--- src/rtl/hex_display_pkg.sv ---
// rtl/hex_display_pkg.sv - shared constants, segment table and converter states for hex_display_ctrl
package hex_display_pkg;

  localparam logic [1:0] ADDR_VALUE  = 2'd0;
  localparam logic [1:0] ADDR_CTRL   = 2'd1;
  localparam logic [1:0] ADDR_BLINK  = 2'd2;
  localparam logic [1:0] ADDR_STATUS = 2'd3;

  localparam int CTRL_EN     = 0;
  localparam int CTRL_LZB    = 1;
  localparam int CTRL_DEC    = 2;
  localparam int STATUS_BUSY = 0;
  localparam int STATUS_OVF  = 1;

  // Active-high patterns, bit 0 = segment a; entry 0 sits in the low bits.
  localparam logic [16*7-1:0] SEG_TABLE = {
    7'h71, 7'h79, 7'h5E, 7'h39, 7'h7C, 7'h77, 7'h6F, 7'h7F,
    7'h07, 7'h7D, 7'h6D, 7'h66, 7'h4F, 7'h5B, 7'h06, 7'h3F
  };
  localparam logic [6:0] SEG_DASH  = 7'h40;
  localparam logic [6:0] SEG_BLANK = 7'h00;

  typedef enum logic [1:0] {IDLE, LOAD, SHIFT, DONE} conv_state_e;

  function automatic logic [6:0] seg_lookup(input logic [3:0] nib);
    return SEG_TABLE[7*int'(nib) +: 7];
  endfunction

endpackage

--- src/rtl/bin2bcd_iter.sv ---
// rtl/bin2bcd_iter.sv - iterative double-dabble binary-to-BCD converter with restartable start and overflow flag
module bin2bcd_iter
  import hex_display_pkg::*;
#(
  parameter int W  = 24,
  parameter int ND = 6
) (
  input  logic            clk,
  input  logic            resetn,
  input  logic            start,
  input  logic [W-1:0]    bin_in,
  output logic            busy,
  output logic            done,
  output logic [4*ND-1:0] bcd_out,
  output logic            ovf
);

  localparam int CW = $clog2(W + 1);

  conv_state_e    state_q, state_d;
  logic [W-1:0]   bin_q, bin_d;
  logic [4*ND-1:0] bcd_q, bcd_d, bcd_adj;
  logic           ovf_q, ovf_d;
  logic [CW-1:0]  cnt_q, cnt_d;
  logic           load, shift;

  always_ff @(posedge clk) begin
    if (!resetn) begin
      state_q <= IDLE;
    end else begin
      state_q <= state_d;
    end
  end

  always_comb begin
    state_d = state_q;
    if (start) begin
      state_d = LOAD;
    end else begin
      unique case (state_q)
        IDLE:  state_d = IDLE;
        LOAD:  state_d = SHIFT;
        SHIFT: if (cnt_q == CW'(W - 1)) state_d = DONE;
        DONE:  state_d = IDLE;
      endcase
    end
  end

  always_comb begin
    load  = (state_q == LOAD);
    shift = (state_q == SHIFT);
    busy  = (state_q != IDLE);
    done  = (state_q == DONE);
  end

  // A 1 shifted out of the top digit means the running value reached 10^ND; keep it sticky.
  always_comb begin
    for (int i = 0; i < ND; i++) begin
      bcd_adj[4*i +: 4] = (bcd_q[4*i +: 4] >= 4'd5) ? bcd_q[4*i +: 4] + 4'd3 : bcd_q[4*i +: 4];
    end
    bin_d = bin_q;
    bcd_d = bcd_q;
    ovf_d = ovf_q;
    cnt_d = cnt_q;
    if (load) begin
      bin_d = bin_in;
      bcd_d = '0;
      ovf_d = 1'b0;
      cnt_d = '0;
    end else if (shift) begin
      {bcd_d, bin_d} = {bcd_adj[4*ND-2:0], bin_q, 1'b0};
      ovf_d = ovf_q | bcd_adj[4*ND-1];
      cnt_d = cnt_q + CW'(1);
    end
  end

  always_ff @(posedge clk) begin
    if (!resetn) begin
      bin_q <= '0;
      bcd_q <= '0;
      ovf_q <= 1'b0;
      cnt_q <= '0;
    end else begin
      bin_q <= bin_d;
      bcd_q <= bcd_d;
      ovf_q <= ovf_d;
      cnt_q <= cnt_d;
    end
  end

  assign bcd_out = bcd_q;
  assign ovf     = ovf_q;

endmodule

--- src/rtl/hex_display_ctrl.sv ---
// rtl/hex_display_ctrl.sv - memory-mapped seven-segment controller: registers, blink divider, digit mux, output register
module hex_display_ctrl
  import hex_display_pkg::*;
#(
  parameter int NUM_DIGITS = 6,
  parameter int CLK_HZ     = 50000000,
  parameter int BLINK_HZ   = 2,
  parameter bit ACTIVE_LOW = 1'b1
) (
  input  logic                    clk_clk,
  input  logic                    reset_reset_n,
  input  logic [1:0]              avs_address,
  input  logic                    avs_write,
  input  logic [31:0]             avs_writedata,
  input  logic                    avs_read,
  output logic [31:0]             avs_readdata,
  output logic [7*NUM_DIGITS-1:0] hex_export
);

  localparam int W    = 4 * NUM_DIGITS;
  localparam int HALF = CLK_HZ / (2 * BLINK_HZ);
  localparam int BW   = (HALF > 1) ? $clog2(HALF) : 1;
  localparam logic [7*NUM_DIGITS-1:0] HEX_OFF = {(7*NUM_DIGITS){ACTIVE_LOW}};

  logic [W-1:0]            value_q, value_d, latched_q, latched_d;
  logic [2:0]              ctrl_q, ctrl_d;
  logic [NUM_DIGITS-1:0]   blink_q, blink_d;
  logic                    ovf_q, ovf_d, phase_q, phase_d;
  logic [BW-1:0]           bcnt_q, bcnt_d;
  logic [7*NUM_DIGITS-1:0] hex_q, hex_d;
  logic [31:0]             rdata_q, rdata_d;

  logic         wr_value, wr_ctrl, wr_blink, conv_start;
  logic         conv_busy, conv_done, conv_ovf, show_dash, lead;
  logic [W-1:0] conv_bcd, digits;
  logic [3:0]   nib;
  logic [6:0]   seg;
  logic         unused_wdata;

  assign unused_wdata = ^avs_writedata;

  assign wr_value   = avs_write && (avs_address == ADDR_VALUE);
  assign wr_ctrl    = avs_write && (avs_address == ADDR_CTRL);
  assign wr_blink   = avs_write && (avs_address == ADDR_BLINK);
  assign conv_start = (wr_value && ctrl_q[CTRL_DEC]) || (wr_ctrl && avs_writedata[CTRL_DEC]);

  bin2bcd_iter #(.W(W), .ND(NUM_DIGITS)) u_conv (
    .clk     (clk_clk),
    .resetn  (reset_reset_n),
    .start   (conv_start),
    .bin_in  (value_q),
    .busy    (conv_busy),
    .done    (conv_done),
    .bcd_out (conv_bcd),
    .ovf     (conv_ovf)
  );

  always_comb begin
    value_d   = wr_value ? avs_writedata[W-1:0] : value_q;
    ctrl_d    = wr_ctrl ? avs_writedata[2:0] : ctrl_q;
    blink_d   = wr_blink ? avs_writedata[NUM_DIGITS-1:0] : blink_q;
    latched_d = conv_done ? conv_bcd : latched_q;
    if (!ctrl_d[CTRL_DEC]) ovf_d = 1'b0;
    else if (conv_done)    ovf_d = conv_ovf;
    else                   ovf_d = ovf_q;
    bcnt_d  = (bcnt_q == BW'(HALF - 1)) ? '0 : bcnt_q + BW'(1);
    phase_d = (bcnt_q == BW'(HALF - 1)) ? ~phase_q : phase_q;
  end

  always_comb begin
    rdata_d = '0;
    if (avs_read) begin
      case (avs_address)
        ADDR_VALUE: rdata_d[W-1:0]          = value_q;
        ADDR_CTRL:  rdata_d[2:0]            = ctrl_q;
        ADDR_BLINK: rdata_d[NUM_DIGITS-1:0] = blink_q;
        default: begin
          rdata_d[STATUS_BUSY] = conv_busy;
          rdata_d[STATUS_OVF]  = ovf_q;
        end
      endcase
    end
  end

  // The DONE cycle bypasses the latch so a fresh result reaches the pins in the same edge it is latched.
  always_comb begin
    digits    = ctrl_q[CTRL_DEC] ? (conv_done ? conv_bcd : latched_q) : value_q;
    show_dash = ctrl_q[CTRL_DEC] && (conv_done ? conv_ovf : ovf_q);
    lead      = 1'b1;
    nib       = '0;
    seg       = SEG_BLANK;
    hex_d     = '0;
    for (int k = NUM_DIGITS - 1; k >= 0; k--) begin
      nib  = digits[4*k +: 4];
      lead = lead && (nib == 4'd0);
      seg  = seg_lookup(nib);
      if (show_dash) seg = SEG_DASH;
      else if (ctrl_q[CTRL_LZB] && lead && (k != 0)) seg = SEG_BLANK;
      if (!ctrl_q[CTRL_EN] || (blink_q[k] && !phase_q)) seg = SEG_BLANK;
      hex_d[7*k +: 7] = ACTIVE_LOW ? ~seg : seg;
    end
  end

  always_ff @(posedge clk_clk) begin
    if (!reset_reset_n) begin
      value_q   <= '0;
      ctrl_q    <= 3'b001;
      blink_q   <= '0;
      latched_q <= '0;
      ovf_q     <= 1'b0;
      bcnt_q    <= '0;
      phase_q   <= 1'b1;
      hex_q     <= HEX_OFF;
      rdata_q   <= '0;
    end else begin
      value_q   <= value_d;
      ctrl_q    <= ctrl_d;
      blink_q   <= blink_d;
      latched_q <= latched_d;
      ovf_q     <= ovf_d;
      bcnt_q    <= bcnt_d;
      phase_q   <= phase_d;
      hex_q     <= hex_d;
      rdata_q   <= rdata_d;
    end
  end

  assign hex_export   = hex_q;
  assign avs_readdata = rdata_q;

endmodule

--- config.mk ---
export PLATFORM = sky130hd
export DESIGN_NAME = hex_display_ctrl
export DESIGN_NICKNAME = d
export VERILOG_FILES = /design/src/rtl/hex_display_pkg.sv /design/src/rtl/bin2bcd_iter.sv /design/src/rtl/hex_display_ctrl.sv
export SDC_FILE = /design/constraint.sdc
export NUM_CORES = 1
export LEC_CHECK = 0
export ABC_AREA = 1
export CAP_MARGIN = 10
export CORE_ASPECT_RATIO = 1.5
export CORE_MARGIN = 2
export CORE_UTILIZATION = 40
export CTS_BUF_LIST = sky130_fd_sc_hd__clkbuf_8 sky130_fd_sc_hd__clkbuf_16
export CTS_CLUSTER_SIZE = 25
export DETAILED_ROUTE_END_ITERATION = 6
export HOLD_SLACK_MARGIN = 0.12
export SETUP_SLACK_MARGIN = 0.15
export SLEW_MARGIN = 0
export SYNTH_ARGS = -nofsm -noshare
export SYNTH_HDL_FRONTEND = slang
export SYNTH_SLANG_ARGS = --single-unit
--- constraint.sdc ---
create_clock -name clk_clk -period 4.85 [get_ports clk_clk]
set_clock_uncertainty 0.15 [all_clocks]
set_input_delay 0.97 -clock clk_clk [delete_from_list [all_inputs] [get_ports clk_clk]]
set_output_delay 0.97 -clock clk_clk [all_outputs]
set_load 0.02 [all_outputs]
# ---- After elaboration in Yosys (flattened, before gate mapping)
# Cells that the tools add are included.
dict set report op_classes {
  add_sub_neg 8
  multipliers 6
  magnitude_cmp 6
  n_eq_ne 9
  shift 6
  n_mux 35
  bitwise 9
  reduce_logical 46
}
# cell n
set op_table {}
lappend op_table {{indexed part select 112 x 8 -> 7 bit (first input constant)} 6}
lappend op_table {{two-way mux 7 bit} 17}
lappend op_table {{two-way mux 24 bit} 4}
lappend op_table {{multiplier 3 x 4 -> 7 bit (first input constant)} 6}
lappend op_table {{NOT 7 bit} 6}
lappend op_table {{adder 24 x 1 -> 24 bit (second input constant)} 1}
lappend op_table {{adder 4 x 2 -> 4 bit (second input constant)} 6}
lappend op_table {{equality test 24 bit (second input constant)} 1}
lappend op_table {{greater-or-equal comparator 4 x 3 -> 1 bit (second input constant)} 6}
lappend op_table {{two-way mux 4 bit} 6}
lappend op_table {{logical AND 1 bit} 21}
lappend op_table {{zero test 4 bit} 5}
lappend op_table {{case mux 2 bit (3 select lines)} 2}
lappend op_table {{OR reduction 2 bit} 4}
lappend op_table {{logical OR 1 bit} 7}
lappend op_table {{equality test 2 bit (second input constant)} 3}
lappend op_table {{case mux 3 bit (2 select lines)} 1}
lappend op_table {{adder 5 x 1 -> 5 bit (second input constant)} 1}
lappend op_table {{equality test 5 bit (second input constant)} 1}
lappend op_table {{equality test 2 x 1 -> 1 bit (second input constant)} 2}
lappend op_table {{zero test 2 bit} 2}
lappend op_table {{AND reduction 2 bit} 2}
lappend op_table {{nonzero test 2 bit} 2}
lappend op_table {{two-way mux 3 bit} 1}
lappend op_table {{9 further kinds} 12}
dict set report word_totals {
  register_bits 213
  inputBits 38
  out_inout_bits 74
  wordCells 143
}

# ---- Depth between registers and ports, before layout
# Gate-level depths: netlist of the first run.
dict set report logic_depth {
  ltp_word 13
  mapped_depth 16
  ltp_nobuf 14
}

# ---- Cells and area by module
# Synthesis of the first run repeated with hierarchy kept, for this count alone.
dict set report hier_totals {
  hier_cells 1392
  area_unflattened_um2 10294.9
}
# mod n_inst cells_each area_each_um2 seq_area_each_um2
set by_module_without_submodules {}
lappend by_module_without_submodules {hex_display_ctrl 1 935 7211.9 2982.9}
lappend by_module_without_submodules {bin2bcd_iter 1 457 3083.0 1121.1}

# ---- Worst setup path after synthesis of the first run
# Ideal clock, no wire load.
dict set report synth_path {
  path_type {reg2reg}
  startpoint {register u_conv.state_q[1]}
  endpoint {register hex_q[13], in the netlist hex_export[13]}
  setup_ps 59
  arrival_ps 2257
  required_ps 4641
  slack_ps 2385
  stages_incl_launch_ff 16
  path_buffers 2
  synth_period_minus_slack_ps 2465
  cell_sequence {dfxtp_1 ha_1 buf_6 buf_4 nand2_1 o21ai_1 o21ai_1 inv_1 ha_1 nand2_1 nand3b_2 nor2_4 nand4_4 nand2_1 nand2_1 nand2_1}
}
dict set report synth_via {
  elab_chain_cells 13
  word_cells_on_any_way 21
  cone_classes {mul (1); eq/ne (1); shift (1); mux (6); bitwise (1); reduce/logical (11)}
}
# element line_no
set synth_rtl {}
lappend synth_rtl {{from (decl)} bin2bcd_iter.sv:20} ;# conv_state_e state_q, state_d;
lappend synth_rtl {{from (signal assigned)} bin2bcd_iter.sv:31} ;# state_q <= state_d;
lappend synth_rtl {{equality test 2 bit *} bin2bcd_iter.sv:53} ;# done = (state_q == DONE);
lappend synth_rtl {{parallel branches: the longest is 9 deep, another holds multiplier 3 x 4 -> 7 bit} n/a}
lappend synth_rtl {{two-way mux 7 bit *} hex_display_ctrl.sv:97} ;# if (show_dash) seg = SEG_DASH;
lappend synth_rtl {{two-way mux 7 bit *} hex_display_ctrl.sv:99} ;# if (!ctrl_q[CTRL_EN] || (blink_q[k] && !phase_q)) seg = SEG_BLANK;
lappend synth_rtl {{NOT 7 bit *} hex_display_ctrl.sv:100} ;# hex_d[7*k +: 7] = ACTIVE_LOW ? ~seg : seg;
lappend synth_rtl {{to (signal assigned)} hex_display_ctrl.sv:113} ;# hex_q <= HEX_OFF;
lappend synth_rtl {{to (signal assigned)} hex_display_ctrl.sv:123} ;# hex_q <= hex_d;
lappend synth_rtl {{to (decl)} hex_display_ctrl.sv:30} ;# logic [7*NUM_DIGITS-1:0] hex_q, hex_d;
# Every way passes the cells marked *.
# A chain may end at the register's enable or synchronous reset.

# ---- Worst setup path in the final report of the first run
# Ends and elaborated chain as after synthesis.

==> results of run 1 <==
## worst reg2reg max path, delay by kind of cell (launching register included)
family | cells | cell delay, ns
simple gates | 8 | 0.89
flops | 1 | 0.41
fa+ha+maj | 2 | 0.97
buf+inv | 2 | 0.51
compound gates | 2 | 0.34
## layout by cell type (no fill, tap or decap), types with 2 or more instances in the layout
cell type	synthesis	final
buf_4	11	7
o21ai_2	8	8
clkdlybuf4s50_1	0	94
nor2_4	4	4
or2_2	5	5
nor2_2	4	4
nor2_1	103	103
dfxtp_1	205	205
a31oi_1	3	3
clkinvlp_4	0	3
nand2_4	4	4
a21oi_1	103	103
nand4_1	20	20
o21ai_1	22	22
nand3_2	4	4
xnor2_1	2	2
o22ai_1	3	3
ha_1	55	55
nor3b_1	4	4
clkinv_2	0	2
nor4_1	4	4
nor3_1	20	20
nand2_2	13	13
nand3_1	71	71
o21a_1	2	2
inv_1	173	177
nand2_1	235	235
o21ai_0	93	93
o211ai_1	53	53
o2111ai_1	4	4
clkbuf_16	0	21
conb_1	1	8
inv_2	7	7
xor2_1	15	15
nand3_4	3	3
clkbuf_8	0	6
## cells in the mapped netlist (3+ instances only)
cell type and number:
a21oi_1 103, a31oi_1 3, buf_2 7, buf_4 11, clkbuf_1 30, dfxtp_1 205
ha_1 55, inv_1 173, inv_2 7, nand2_1 235, nand2_2 13, nand2_4 4
nand3_1 71, nand3_2 4, nand3_4 3, nand4_1 20, nor2_1 103, nor2_2 4
nor2_4 4, nor3_1 20, nor3b_1 4, nor4_1 4, o2111ai_1 4, o211ai_1 53
o21ai_0 93, o21ai_1 22, o21ai_2 8, o22ai_1 3, or2_2 5, xor2_1 15
## power by group through the flow
stage / Sequential (mW) / Clock, mW / Combinational [mW]
finish: 1.96 / 1.55 / 0.999
global route: 1.98 / 1.67 / 1.13
CTS: 1.96 / 1.60 / 1.01
detailed placement: 1.99 / 0 / 1.00
global placement: 1.99 / 0 / 0.993
floorplan: 2.03 / 0 / 0.679
## layer usage
metal	vias up	routed length, um
met5	-	0
met4	0	491
met3	36	918
met2	167	11990
met1	3993	10610
li1	4452	-
## cells by family after synthesis
kind of cell	count (synthesis)
other	1
xor gates and xnor gates	17
AOI/OAI and AO/OA	297
buffers and inverters	234
DFF	205
and+or+nand+nor	502
adders and majority gates	55
## registers in the layout (all words and copies together) (netlist names)
signal,count
u_conv.bcd_out,24
blink_q,6
value_q,24
hex_export,42
u_conv.ovf,1
ctrl_q,3
bcnt_q,24
ovf_q,1
u_conv.state_q,2
u_conv.cnt_q,5
phase_q,1
u_conv.bin_q,24
latched_q,24
avs_readdata,24
## cell type report
cell class	count	area (um2)	area share, %
Clock buffer	27	608.1	5.184
Clock inverter	10	56.30	0.4800
Inverter	182	685.7	5.845
Multi-Input combinational cell	879	4872	41.54
Sequential cell	205	4104	34.99
Tap cell	324	405.4	3.456
Timing Repair Buffer	102	998.5	8.512
## final timing paths
kind,depth (start not counted),slack (ns),endpoint
hold / removal,2,0.31,u_conv.ovf
setup / recovery,14,1.53,hex_export[13]
hold reg to reg,2,0.31,u_conv.ovf
setup reg to reg,14,1.53,hex_export[13]
## through the flow
step	util (%)	instances	hold WS [ns]	power, mW	worst slack, ns
finish	48.18	1729	0.3091	4.506	1.528
global route	48.18	1729	0.3310	4.787	1.222
CTS	48.18	1729	0.3092	4.564	1.511
detailed placement	45.45	1692	0.2991	2.998	1.537
global placement	45.45	1692	0.2943	2.982	1.587
floorplan	-	1318	0.2802	2.709	2.385
==> flow_metrics.env, run 1 <==
export IMPL_p_clk_share_pct=34.4
export IMPL_synth_compound_area_share_pct=17.13
export IMPL_clock_sinks=205
export IMPL_rsz0062_at_grt="no"
export IMPL_start_util_pct=40.64
export IMPL_grt_usage_pct=18.25
export IMPL_clkLatencyLatePin_ns=0.51
export IMPL_cts_root_buf="clkbuf_16"
export IMPL_crit_type="reg2reg"
export IMPL_remaining_drc_errors=0
export IMPL_synth_async_reset_ratio_pct=0
export IMPL_setup_viol=0
export IMPL_slew_viol_final=0
export IMPL_internal_power_mw=3.124
export IMPL_synth_area_um2=9896
export IMPL_worst_path_max_fanout=25
export IMPL_cts_tree="built"
export IMPL_die_w_um=132.4
export IMPL_startpoint="u_conv.state_q[1]"
export IMPL_fin_nets=1484
export IMPL_synth_cell_types=51
export IMPL_hpwl_mm=17.65
export IMPL_min_path_type="reg2reg"
export IMPL_final_cell_area_um2=11730
export IMPL_synth_xor_area_share_pct=1.505
export IMPL_required_ns=5.14
export IMPL_synthMuxAreaShare_pct=0
export IMPL_routed_wl_mm=24.01
export IMPL_use_met1_pct=22.48
export IMPL_synth_top_flop_cell="dfxtp_1"
export IMPL_drtIter0Drc=413
export IMPL_crit_chain="ha_1 > buf_4 > nand2_1 > o21ai_1 > o21ai_1 > inv_1 > ha_1 > nand2_1 > nand3b_2 > nor2_4 > nand4_4 > nand2_1 > nand2_1 > nand2_1"
export IMPL_synth_fa_ha_area_share_pct=6.954
export IMPL_antenna_found_initial=0
export IMPL_clkTransAtPathRegs_ns=0.06
export IMPL_first_pass_iters=6
export IMPL_syn_to_final_growth_pct=18.54
export IMPL_switchingPower_mw=1.382
export IMPL_io_buffers=95
export IMPL_cap_viol_max_count=0
export IMPL_grt_pass1_wl_mm=39.38
export IMPL_numCtsBuffers=21
export IMPL_tightest_slew_ns=1.046
export IMPL_drtAntennaViolNets=0
export IMPL_rows=70
export IMPL_critPathBufInv=2
export IMPL_yosys_area_top_type="dfxtp_1"
export IMPL_ys_seq_elements=205
export IMPL_min_from="u_conv.ovf"
export IMPL_wl_per_cell_um=13.89
export IMPL_htree_levels=1
export IMPL_switching_share_pct=30.67
export IMPL_yosysWarningCount=0
export IMPL_slew_headroom_pct=29.86
export IMPL_synth_enable_flop_cells=0
export IMPL_cts_setup_buffers=0
export IMPL_crit_family="adder cells"
export IMPL_max_clock_path_buffers=3
export IMPL_die_h_um=196.6
export IMPL_grt_pass1_vias=8036
export IMPL_fmax_mhz=301.0
export IMPL_synth_simple_area_share_pct=23.34
export IMPL_fin_crit_ns=3.322
export IMPL_placeableCoreArea_um2=24350
export IMPL_grt_start_max_net_pins=54
export IMPL_finalHoldViolations=0
export IMPL_dieArea_um2=26040
export IMPL_start_kind="flip-flop"
export IMPL_ys_seq_area_share_pct=41.47
export IMPL_ir_drop_v=0.0002759
export IMPL_drive_gt1_share_pct=7.046
export IMPL_ctsHoldBuffers=0
export IMPL_setup_tns_ns=0
export IMPL_synthTopCellsByArea="dfxtp_1 41%, nand2_1 8.9%, ha_1 7.0%"
export IMPL_end_kind="flip-flop"
export IMPL_cts_resized=0
export IMPL_p_leak_nw=4.856
export IMPL_ios=112
export IMPL_grtUsageMet2_pct=33.18
export IMPL_power_density_nw_per_um2=384.1
export IMPL_synth_top_family_by_area="simple AND/OR/NAND/NOR gates"
export IMPL_fin_crit_sh_pct=68.49
export IMPL_combPwrFrac_pct=22.2
export IMPL_post_drt_via_cell_ratio=5.002
export IMPL_dpl_cell_area_um2=11070
export IMPL_vias=8648
export IMPL_place_congestion=0.8500
export IMPL_worstPathArrival_ns=3.61
export IMPL_status="completed"
export IMPL_regToRegStartpoint="u_conv.state_q[1]"
export IMPL_slowest_stage="ha_1"
export IMPL_synth_avg_cell_area_um2=7.548
export IMPL_grt_busiest_layer="met2"
export IMPL_synth_top_area_share_pct=41.47
export IMPL_cp_common_cell="nand2_1"
export IMPL_fillers=2537
export IMPL_diodes=0
export IMPL_seqPwrFrac_pct=43.4
export IMPL_gr_usage_met3_pct=2.546
export IMPL_grt_overflow=0
export IMPL_crit_path_max_incr_delay_ns=0.77
export IMPL_syn_inst=1311
No activity file was read; power rests on OpenSTA's default activity.
==> run 2: changes to the inputs <==
==> constraint.sdc (replaced) <==
create_clock -name clk_clk -period 3.3 [get_ports clk_clk]
set_clock_uncertainty 0.15 [all_clocks]
set_input_delay 0.66 -clock clk_clk [delete_from_list [all_inputs] [get_ports clk_clk]]
set_output_delay 0.66 -clock clk_clk [all_outputs]
set_load 0.02 [all_outputs]
==> run 2 against run 1 <==
  * First-iteration DRC count decreased by 17%
  * Critical path type unchanged
  * Via count shrank 0.25%
  * Combinational power up 47%
  * Die area unchanged
  * Critical path depth decreased by 1
  * Count of clock-buffer cells in the layout fell by 4
  * Non-clock buffer count is 2 higher
  * Sequential power grew 46%
==> flow_metrics.env, run 2 (synthesis gave the netlist of run 1 again) <==
export IMPL_start_util_pct=40.64
export IMPL_ctsHoldBuffers=0
export IMPL_hpwl_mm=17.82
export IMPL_grt_overflow=0
export IMPL_status="completed"
export IMPL_grt_pass1_wl_mm=39.88
export IMPL_final_common_cell="nand2_1"
export IMPL_max_clock_path_buffers=3
export IMPL_post_drt_via_cell_ratio=4.989
export IMPL_die_h_um=196.6
export IMPL_crit_type="reg2reg"
export IMPL_drtIter0Drc=344
export IMPL_fin_cells=1729
export IMPL_setup_viol=0
export IMPL_worst_path_max_fanout=42
export IMPL_vias=8626
export IMPL_clock_sinks=205
export IMPL_fin_crit_sh_pct=82.41
export IMPL_tightest_slew_ns=1.036
export IMPL_worstPathArrival_ns=2.95
export IMPL_min_path_type="reg2reg"
export IMPL_diodes=0
export IMPL_cts_tree="built"
export IMPL_finalHoldViolations=0
export IMPL_p_leak_nw=4.891
export IMPL_total_power_mw=6.752
export IMPL_die_w_um=132.4
export IMPL_hold_slack_ns=0.3118
export IMPL_grt_start_max_net_pins=49
export IMPL_clkTransAtPathRegs_ns=0.06
export IMPL_dieArea_um2=26040
export IMPL_final_cell_mix="235 x nand2_1, 205 x dfxtp_1, 179 x inv_1, 103 x nor2_1, 103 x a21oi_1"
export IMPL_first_pass_iters=5
export IMPL_placeableCoreArea_um2=24350
export IMPL_start_kind="flip-flop"
export IMPL_fmax_mhz=367.7
export IMPL_numCtsBuffers=21
export IMPL_rsz0062_at_grt="no"
export IMPL_grt_pass1_vias=8206
export IMPL_fin_nets=1486
export IMPL_io_buffers=95
export IMPL_end_kind="flip-flop"
export IMPL_antenna_found_initial=0
export IMPL_clkLatencyLatePin_ns=0.51
export IMPL_power_density_nw_per_um2=573.1
export IMPL_ios=112
export IMPL_routed_wl_mm=24.11
export IMPL_largest_reg_flops=42
export IMPL_slew_viol_final=0
export IMPL_place_congestion=0.8719
export IMPL_fin_crit_ns=2.720
export IMPL_rows=70
export IMPL_drive_gt1_share_pct=6.904
export IMPL_slew_headroom_pct=30.49
export IMPL_wl_per_cell_um=13.95
export IMPL_cts_setup_buffers=0
export IMPL_cts_root_buf="clkbuf_16"
export IMPL_required_ns=3.53
export IMPL_htree_levels=1
export IMPL_remaining_drc_errors=0
export IMPL_grt_usage_pct=18.51
export IMPL_cts_resized=0
export IMPL_ir_drop_v=0.0004199
export IMPL_fillers=2534
export IMPL_setup_tns_ns=0
export IMPL_syn_to_final_growth_pct=19.05
export IMPL_drtAntennaViolNets=0
export IMPL_cap_viol_max_count=0
export IMPL_place_inst=1694
run 2: final timing paths:
path                      from                end  slack, ns  cells past startpoint
min          u_conv.bcd_out[3]  u_conv.bcd_out[3]       0.31                      2
max          u_conv.state_q[1]     hex_export[27]       0.58                     13
min reg2reg  u_conv.bcd_out[3]  u_conv.bcd_out[3]       0.31                      2
max reg2reg  u_conv.state_q[1]     hex_export[27]       0.58                     13
run 2: per-layer routing:
layer	GRT usage [%]	vias to the layer above	wire, um
met5	0	-	0
met2	33.79	173	12000
met3	2.726	33	1105
met4	5.536	0	509
li1	-	4449	-
met1	22.36	3971	10490
run 2: area by class of cell:
cell class                 instances  area, um2  share of cell area, %
tap                              324      405.4                  3.441
inverter                         182      685.7                  5.820
timing repair buffer             104       1026                  8.709
sequential                       205       4104                  34.83
clock buffer                      23      553.0                  4.694
clock inverter                    12      135.1                  1.147
multi-input combinational        879       4872                  41.36
run 2: metrics by stage:
stage          area [um2]  utilization, %  setup WS, ns
3_3_place_gp        11090           45.56        0.6430
5_1_grt             11780           48.39        0.3621
4_1_cts             11780           48.39        0.5952
6_report            11780           48.39        0.5804
3_5_place_dp        11090           45.56        0.5928
2_1_floorplan        9922               -        0.8347
run 2: report_power, final:
| part | switching, mW | total (mW) | internal (mW) |
|---|---|---|---|
| Clock | 0.975 | 2.41 | 1.43 |
| Sequential | 0.132 | 2.87 | 2.74 |
| Combinational | 0.914 | 1.47 | 0.555 |
| Total | 2.02 | 6.75 | 4.73 |
run 2: worst max-delay path, cell delays in order (launching register included):
cell and delay (ns):
dfxtp_1 0.40, ha_1 0.22, buf_12 0.21, o21ai_1 0.14, o21ai_1 0.42, inv_1 0.16, ha_1 0.24, nand2_1 0.06
nand3b_2 0.13, nor2_4 0.07, nand2_2 0.13, nand2_1 0.07, o21ai_1 0.13, nand2_1 0.08
==> run 3: changes to the inputs <==
==> constraint.sdc (replaced) <==
create_clock -name clk_clk -period 2.6 [get_ports clk_clk]
set_clock_uncertainty 0.15 [all_clocks]
set_input_delay 0.52 -clock clk_clk [delete_from_list [all_inputs] [get_ports clk_clk]]
set_output_delay 0.52 -clock clk_clk [all_outputs]
set_load 0.02 [all_outputs]
==> run 3 against run 2 <==
  * Core utilization up 1.2 points
  * Maximum frequency grew 18%
  * Sequential share of layout area fell by 0.83 points
  * Largest power group unchanged
  * First-iteration DRC count increased by 17%
==> flow_metrics.env, run 3 (synthesis gave the netlist of run 1 again) <==
export IMPL_start_kind="flip-flop"
export IMPL_grt_pass1_wl_mm=40.52
export IMPL_wl_per_cell_um=13.82
export IMPL_crit_type="reg2reg"
export IMPL_ios=112
export IMPL_cts_root_buf="clkbuf_16"
export IMPL_grt_usage_pct=18.80
export IMPL_grt_pass1_vias=8421
export IMPL_drive_gt1_share_pct=9.395
export IMPL_grt_start_max_net_pins=59
export IMPL_antenna_found_initial=0
export IMPL_routed_wl_mm=24.34
export IMPL_fmax_mhz=433.0
export IMPL_min_path_type="reg2reg"
export IMPL_htree_levels=1
export IMPL_status="completed"
export IMPL_hold_slack_ns=0.3058
export IMPL_fin_nets=1514
export IMPL_worst_path_max_fanout=12
export IMPL_ctsHoldBuffers=0
export IMPL_finalHoldViolations=0
export IMPL_hold_path_depth=2
export IMPL_start_util_pct=40.64
export IMPL_power_density_nw_per_um2=727.1
export IMPL_clock_sinks=205
export IMPL_max_clock_path_buffers=3
export IMPL_cap_viol_max_count=0
export IMPL_drtAntennaViolNets=0
export IMPL_worst_r2r_setup_slack_ns=0.29
export IMPL_final_cell_mix="235 x nand2_1, 204 x dfxtp_1, 176 x inv_1, 103 x nor2_1, 103 x a21oi_1"
export IMPL_die_w_um=132.4
export IMPL_worstPathArrival_ns=2.63
export IMPL_clkTransAtPathRegs_ns=0.06
export IMPL_regToRegStartpoint="u_conv.state_q[0]"
export IMPL_rr_worst_depth=11
export IMPL_die_h_um=196.6
export IMPL_dieArea_um2=26040
export IMPL_rows=70
export IMPL_drtIter0Drc=403
export IMPL_grt_overflow=0
export IMPL_first_pass_iters=5
export IMPL_ir_drop_v=0.0004711
export IMPL_place_congestion=0.8860
export IMPL_required_ns=2.92
export IMPL_hpwl_mm=17.87
export IMPL_cts_tree="built"
export IMPL_post_drt_via_cell_ratio=4.953
export IMPL_min_from="u_conv.ovf"
export IMPL_rsz0062_at_grt="yes"
export IMPL_io_buffers=95
export IMPL_remaining_drc_errors=0
export IMPL_syn_to_final_growth_pct=21.99
export IMPL_vias=8722
export IMPL_fin_crit_ns=2.309
export IMPL_slew_headroom_pct=44.48
export IMPL_slew_viol_final=0
export IMPL_hold_path_endpoint="u_conv.ovf"
export IMPL_tightest_slew_ns=0.8319
export IMPL_final_common_cell="nand2_1"
export IMPL_end_kind="flip-flop"
export IMPL_setup_tns_ns=0
export IMPL_clkLatencyLatePin_ns=0.53
export IMPL_p_leak_nw=5.047
export IMPL_diodes=0
export IMPL_rr_endpoint="hex_export[13]"
export IMPL_setup_viol=0
export IMPL_largest_reg_flops=42
export IMPL_fin_crit_sh_pct=88.82
export IMPL_placeableCoreArea_um2=24350
export IMPL_numCtsBuffers=22
run 3: changes by cell type in the layout (fill, tap and decap cells not counted), moves of 2 or more:
cell / before / now
o21ai_0: 93 / 89
clkbuf_8: 2 / 4
clkinv_2: 1 / 6
inv_1: 179 / 176
o21ai_1: 22 / 25
buf_4: 8 / 34
clkinv_8: 0 / 2
run 3: layer usage:
layer	wire length, um	track usage [%]	up-vias
met5	0	0	-
met4	656	6.412	0
met3	1140	2.701	45
met2	12000	34.41	188
met1	10540	22.37	3976
li1	-	-	4513
run 3: repair_timing:
| item | CTS | global route |
|---|---|---|
| gates resized for setup | 1 | 9 |
| setup endpoints to repair | 1 | 39 |
| pin swaps | 0 | 1 |
| setup buffers | 0 | 6 |
run 3: critical path, cell delays in order, from the launching register on:
cell     delay (ns)
dfxtp_1        0.33
ha_4           0.21
buf_4          0.19
o21ai_0        0.39
o21a_1         0.25
ha_1           0.17
inv_1          0.07
nor2_4         0.16
nand4_4        0.16
nand2_1        0.10
nand2_1        0.05
nand2_1        0.04
run 3: final cells by class:
cell class / instances / area (um2)
Tap cell: 324 / 405.4
Inverter: 182 / 685.7
Timing Repair Buffer: 131 / 1232
Sequential cell: 205 / 4105
Fill cell: 2484 / 12280
Clock inverter: 14 / 141.4
Multi-Input combinational cell: 879 / 4896
Clock buffer: 26 / 605.6
run 3: worst max path at each step:
stage / from / to / cells past startpoint / slack [ns]
2_1_floorplan: u_conv.state_q[1] / hex_export[13] / 15 / 0.20
3_3_place_gp: u_conv.state_q[0] / hex_export[13] / 12 / 0.13
3_5_place_dp: u_conv.state_q[0] / hex_export[13] / 12 / 0.13
4_1_cts: u_conv.state_q[0] / hex_export[13] / 12 / 0.17
5_1_grt: u_conv.state_q[0] / hex_export[27] / 14 / 0.13
6_report: u_conv.state_q[0] / hex_export[13] / 11 / 0.29
run 3: through the flow:
stage / std cells / instance area, um2 / util (%) / setup slack, ns / power [mW]
after floorplan: 1318 / 9925 / - / 0.1991 / 5.053
after global placement: 1715 / 11250 / 46.22 / 0.1332 / 5.615
after detailed placement: 1715 / 11250 / 46.22 / 0.1312 / 5.640
after CTS: 1755 / 12000 / 49.29 / 0.1654 / 8.867
after global routing: 1761 / 12070 / 49.58 / 0.1350 / 9.294
final: 1761 / 12070 / 49.58 / 0.2906 / 8.778
run 3: power by group:
group	internal (mW)	leakage [nW]	switching, mW	total, mW
clock	1.87	0.382	1.33	3.20
sequential	3.48	1.68	0.166	3.65
combinational	0.755	2.99	1.18	1.93
total	6.11	5.05	2.67	8.78
